--- config.mk ---
export PLATFORM = sky130hd
export DESIGN_NAME = conv_task_sequencer
export DESIGN_NICKNAME = d
export VERILOG_FILES = /design/src/rtl/conv_task_sequencer.sv
export SDC_FILE = /design/constraint.sdc
export NUM_CORES = 1
export LEC_CHECK = 0
export CAP_MARGIN = 25
export CORE_MARGIN = 1
export CORE_UTILIZATION = 48
export DETAILED_ROUTE_END_ITERATION = 16
export GPL_ROUTABILITY_DRIVEN = 0
export HOLD_SLACK_MARGIN = 0.15
export PLACE_DENSITY = 0.89
export SLEW_MARGIN = 10
export SYNTH_ARGS = -nofsm -noshare
export SYNTH_HDL_FRONTEND = slang
export SYNTH_SLANG_ARGS = --single-unit
--- constraint.sdc ---
create_clock -name aclk -period 3.1 [get_ports aclk]
set_input_delay 0.775 -clock aclk [delete_from_list [all_inputs] [get_ports aclk]]
set_output_delay 0.775 -clock aclk [all_outputs]
set_load 0.02 [all_outputs]
--- src/rtl/conv_task_sequencer.sv ---
// Layer-level convolution task sequencer: walks oc_grp -> orow -> ic_grp for one latched
// layer descriptor and issues one task per step over a valid/ready handshake.
module conv_task_sequencer #(
    parameter int ATOMIC_C  = 4,
    parameter int ATOMIC_K  = 4,
    parameter int DIM_W     = 12,
    parameter int SIM_DELAY = 1
) (
    input  logic                aclk,
    input  logic                areset,
    input  logic                aclken,
    input  logic                cfg_start,
    input  logic                cfg_abort,
    input  logic                cfg_dw_mode,
    input  logic [DIM_W-1:0]    cfg_ifmap_c_m1,
    input  logic [DIM_W-1:0]    cfg_ofmap_c_m1,
    input  logic [DIM_W-1:0]    cfg_ofmap_h_m1,
    input  logic [1:0]          cfg_stride_m1,
    input  logic [2:0]          cfg_pad_top,
    output logic                busy,
    output logic                done,
    output logic                task_valid,
    input  logic                task_ready,
    output logic [DIM_W-1:0]    task_oc_grp,
    output logic [DIM_W-1:0]    task_ic_grp,
    output logic [DIM_W-1:0]    task_orow,
    output logic [DIM_W:0]      task_irow_base,
    output logic                task_first,
    output logic                task_last,
    output logic [ATOMIC_C-1:0] task_ic_mask,
    output logic [ATOMIC_K-1:0] task_oc_mask
);
    localparam int LOG_C = $clog2(ATOMIC_C);
    localparam int LOG_K = $clog2(ATOMIC_K);

    if (ATOMIC_K < ATOMIC_C) begin : g_bad_atomic
        $error("ATOMIC_K must be >= ATOMIC_C");
    end
    if (SIM_DELAY < 0) begin : g_bad_delay
        $error("SIM_DELAY must be non-negative");
    end

    typedef enum logic {S_IDLE, S_RUN} state_t;
    state_t state, state_nx;

    logic             dw;
    logic [DIM_W-1:0] ic_last, oc_last, h_last, c_rem, k_rem;
    logic [2:0]       stride;
    logic [2:0]       pad;
    logic [DIM_W-1:0] oc_cnt, ic_cnt, row_cnt;
    logic [DIM_W:0]   irow;
    logic             done_r;

    logic run, hs, start_acc, ic_wrap, row_wrap, oc_wrap, last_hs, ic_is_last;
    logic [ATOMIC_C-1:0] ic_mask;
    logic [ATOMIC_K-1:0] oc_mask;

    assign run       = (state == S_RUN);
    assign hs        = aclken & run & task_ready;
    assign start_acc = aclken & ~run & cfg_start;
    // Depthwise has a single ic step per (oc_grp,orow), so the inner loop always wraps.
    assign ic_wrap   = dw | (ic_cnt == ic_last);
    assign row_wrap  = (row_cnt == h_last);
    assign oc_wrap   = (oc_cnt == oc_last);
    assign last_hs   = hs & ic_wrap & row_wrap & oc_wrap;

    always_comb begin
        state_nx = state;
        if (aclken) begin
            case (state)
                S_IDLE:  if (cfg_start) state_nx = S_RUN;
                S_RUN:   if (last_hs || cfg_abort) state_nx = S_IDLE;
                default: state_nx = S_IDLE;
            endcase
        end
    end

    always_ff @(posedge aclk or posedge areset) begin
        if (areset) state <= S_IDLE;
        else        state <= state_nx;
    end

    always_ff @(posedge aclk or posedge areset) begin
        if (areset) begin
            dw      <= 1'b0;
            ic_last <= '0;
            oc_last <= '0;
            h_last  <= '0;
            c_rem   <= '0;
            k_rem   <= '0;
            stride  <= '0;
            pad     <= '0;
            oc_cnt  <= '0;
            ic_cnt  <= '0;
            row_cnt <= '0;
            irow    <= '0;
            done_r  <= 1'b0;
        end else if (aclken) begin
            done_r <= last_hs;
            if (start_acc) begin
                dw      <= cfg_dw_mode;
                ic_last <= cfg_ifmap_c_m1 >> LOG_C;
                oc_last <= cfg_dw_mode ? (cfg_ifmap_c_m1 >> LOG_C) : (cfg_ofmap_c_m1 >> LOG_K);
                h_last  <= cfg_ofmap_h_m1;
                c_rem   <= cfg_ifmap_c_m1 & DIM_W'(ATOMIC_C - 1);
                k_rem   <= cfg_ofmap_c_m1 & DIM_W'(ATOMIC_K - 1);
                stride  <= {1'b0, cfg_stride_m1} + 3'd1;
                pad     <= cfg_pad_top;
                oc_cnt  <= '0;
                ic_cnt  <= '0;
                row_cnt <= '0;
                irow    <= '0 - (DIM_W+1)'(cfg_pad_top);
            end else if (hs) begin
                if (!ic_wrap) begin
                    ic_cnt <= ic_cnt + 1'b1;
                end else begin
                    ic_cnt <= '0;
                    if (!row_wrap) begin
                        row_cnt <= row_cnt + 1'b1;
                        irow    <= irow + (DIM_W+1)'(stride);
                    end else begin
                        row_cnt <= '0;
                        irow    <= '0 - (DIM_W+1)'(pad);
                        oc_cnt  <= oc_cnt + 1'b1;
                    end
                end
            end
        end
    end

    always_comb begin
        ic_is_last = dw ? oc_wrap : (ic_cnt == ic_last);
        ic_mask    = '0;
        for (int unsigned i = 0; i < ATOMIC_C; i++)
            ic_mask[i] = !ic_is_last || (DIM_W'(i) <= c_rem);
        oc_mask = '0;
        if (dw) begin
            oc_mask = ATOMIC_K'(ic_mask);
        end else begin
            for (int unsigned i = 0; i < ATOMIC_K; i++)
                oc_mask[i] = !oc_wrap || (DIM_W'(i) <= k_rem);
        end
    end

    assign busy           = run;
    assign task_valid     = run;
    assign done           = done_r;
    assign task_oc_grp    = run ? oc_cnt : '0;
    assign task_ic_grp    = run ? (dw ? oc_cnt : ic_cnt) : '0;
    assign task_orow      = run ? row_cnt : '0;
    assign task_irow_base = run ? irow : '0;
    assign task_first     = run & (dw | (ic_cnt == '0));
    assign task_last      = run & ic_wrap;
    assign task_ic_mask   = run ? ic_mask : '0;
    assign task_oc_mask   = run ? oc_mask : '0;

endmodule

==> results.json <==
{
  "fp.dieW_um": 110,
  "setup_viol": 0,
  "syn_nets": 714,
  "num_vias": 5584,
  "synth_cells": 655,
  "synth_edf_count": 0,
  "cts-hold-fix-buffers": 0,
  "synth_most_common_cell": "nand2_1",
  "synth_cell_types": 59,
  "setup_ws_ns": 0.000167,
  "worst_pin_slew_ns": 0.678,
  "pwr-share-seq_pct": 39.2,
  "vias_per_cell": 6.00,
  "dieArea_sq_um": 12200,
  "rows": 39,
  "dp_cells": 913,
  "combPwrFrac_pct": 35.1,
  "nets": 842,
  "clk_pin_slew_ns": 0.06,
  "final_layout_size_suffix_gt1_share_pct": 10.9,
  "fillCellCount": 831,
  "fin_skew_ns": 0.0108,
  "status": "finished clean",
  "core_sq_um": 11400,
  "max_freq_ghz": 0.323,
  "max_slew_margin_pct": 54.7,
  "dpl_worst_slack_ns": -0.123,
  "die_h_um": 110,
  "regToRegStartpoint": "ic_last[1]",
  "r2r-end": "row_cnt[6]",
  "hold_violations": 0,
  "holdPathStages": 2,
  "rsz0062_at_grt": "true",
  "dr.first_iter.drc_count": 617,
  "htreeDepth": 3,
  "path_max_fanout": 3,
  "clk_latency_ns": 0.36,
  "arrival_ns": 2.32,
  "postRouteAntennaNets": 0,
  "io_pins": 110,
  "synth_top_flop_cell": "dfrtp_1",
  "dp_hpwl_um": 11900,
  "cts_sinks": 94,
  "diodes": 0,
  "grt_max_degree": 59,
  "ys_ff_latch": 94,
  "worstSetupEndpointType": "output port",
  "syn-cell-area_sq_um": 5640,
  "initial_core_util_pct": 49.4,
  "fin_crit_ns": 3.10,
  "root_buffer": "clkbuf_16",
  "yosysWarningCount": 0,
  "clk_path_buf_depth": 2,
  "grt_first_pass_wirelength_um": 26800,
  "grtUsageTotal_pct": 29.1,
  "numCtsBuffers": 9,
  "synth_top_area_share_pct": 41.7,
  "power_switching_mw": 1.65,
  "wire_per_inst_um": 18.5,
  "ys_seq_area_share_pct": 41.7,
  "final_cells": 931,
  "cts_tree": "built",
  "final_max_slew_viol_count": 0,
  "synth_area_leaders": "dfrtp_1, nand2_1, mux2i_1",
  "ys_top_cells_by_count": "nand2_1, dfrtp_1, and2_1, nor2_1, o21ai_0",
  "syn2layout_area_growth_pct": 32.6,
  "antenna_found_initial": 0,
  "sw_frac_of_total_pct": 35.9,
  "drt_pass1_iterations": 5,
  "max_cap_violations": 0,
  "p_int_mw": 2.94,
  "power.density_nw_per_um2": 613,
  "crit_type": "flip-flop to output port",
  "finalCritPeriodShare_pct": 100,
  "port_buffers": 109,
  "pwr-share-clk_pct": 25.7,
  "hold_path_class": "flip-flop to flip-flop",
  "r2r_cells": 8,
  "drt_wl_total_um": 17200,
  "worst-r2r-setup-slack_ns": 0.22,
  "seq_area_sq_um": 2350,
  "yosysTopAreaCell": "dfrtp_1",
  "avgSynthCellArea_sq_um": 8.60,
  "crit_required_ns": 2.32,
  "worstSetupStartpointType": "flip-flop",
  "drc": 0,
  "async_reset_ff_share_pct": 100,
  "multiInputGateArea_sq_um": 3080,
  "power.leakage_nw": 3.43,
  "worstHoldEndpoint": "oc_last[3]",
  "globalRouteOverflowTotal": 0,
  "holdCritStartpoint": "oc_last[3]",
  "grt_pass1_vias": 5354,
  "vdd_drop_max_mv": 0.405
}
## state kept, by name, summed over array words and instances, names as in the netlist
signal / flops
dw: 1
k_rem: 2
stride: 3
oc_cnt: 12
busy: 1
c_rem: 2
ic_last: 10
h_last: 12
oc_last: 10
pad: 3
done: 1
row_cnt: 12
irow: 13
ic_cnt: 12
## cell families after synthesis
family	Yosys count	share of synthesized area (%)
fa+ha+maj	11	2.58
flops	94	41.7
compound gates	105	11.9
xor+xnor	47	7.30
buf+inv	58	4.46
simple gates	308	26.3
mux	32	5.71
## metal layers
| layer | vias up | share of wire [%] | global-route usage, % |
|---|---|---|---|
| li1 | 2482 | - | - |
| met5 | - | 0 | 0 |
| met3 | 79 | 7.8 | 4.76 |
| met4 | 0 | 4.1 | 16.1 |
| met2 | 339 | 48 | 46.5 |
| met1 | 2684 | 40 | 37.7 |
## worst max-delay path, stage by stage (launching register included)
cell and delay (ns):
dfrtp_1 0.41, xor2_2 0.19, or4_4 0.54, nor3_4 0.21
mux2i_2 0.12, o21a_1 0.21, a21o_1 0.17, buf_6 0.13
## per-stage QoR
| stage | setup TNS (ns) | cell area [sq um] | hold slack, ns | util [%] | total power [mW] |
|---|---|---|---|---|---|
| after floorplan | 0 | 5640 | 0.452 | - | 2.72 |
| after global placement | -0.0713 | 7110 | 0.479 | 62.3 | 3.24 |
| after detailed placement | -0.209 | 7110 | 0.492 | 62.3 | 3.33 |
| after CTS | 0 | 7440 | 0.507 | 65.2 | 4.52 |
| after global routing | -0.0595 | 7470 | 0.526 | 65.5 | 4.79 |
| final | 0 | 7470 | 0.505 | 65.5 | 4.58 |
## repair_timing
| item | 4_1_cts | 5_1_grt |
|---|---|---|
| setup endpoints to repair | 8 | 5 |
| buffers inserted | 1 | 1 |
| gates resized for setup | 23 | 14 |
| pin swaps | 2 | 2 |
## worst max-delay path by stage
stage,from,to,slack (ns),cells past startpoint
after floorplan,dw,task_oc_mask[3],0.26,4
final,ic_last[1],task_ic_mask[1],0.0002,7
after detailed placement,ic_cnt[9],task_ic_mask[1],-0.12,7
after global routing,ic_last[1],task_ic_mask[1],-0.05,7
after global placement,ic_cnt[9],task_ic_mask[1],-0.06,7
after CTS,oc_cnt[4],task_oc_mask[3],0.006,8
## layout by cell type (no fill, tap or decap), types with 3 or more instances in the layout
cell             count
a21o_1               4
a21oi_1             22
a22o_1               3
a31oi_1              9
a41o_1               5
and2_1              40
and3_1              10
buf_4               52
clkbuf_16            9
clkbuf_8             3
clkdlybuf4s50_1    102
dfrtp_1             94
ha_1                10
inv_1               12
mux2i_1             30
nand2_1            134
nand2b_1             6
nand3_1             16
nand4_1             13
nor2_1              39
nor2b_1             15
nor3_1               6
nor4_1               4
o21ai_0             36
or3_1                6
or4_1                3
xnor2_1             32
xor2_1              14
## area by class of cell
| type | instances | area share, % |
|---|---|---|
| multi-input cells | 503 | 41.2 |
| inverters | 13 | 0.703 |
| clock inverters | 2 | 0.519 |
| clock buffers | 14 | 3.67 |
| flip-flops and latches | 94 | 31.5 |
| repair buffers | 162 | 20.1 |
| well taps | 143 | 2.39 |
## power groups by stage
stage	registers (mW)	logic, mW	clock network (mW)
global route	1.83	1.74	1.22
CTS	1.79	1.56	1.17
floorplan	1.71	1.01	0
finish	1.80	1.61	1.18
global placement	1.78	1.46	0
detailed placement	1.80	1.53	0
No activity file was read; power rests on OpenSTA's default activity.
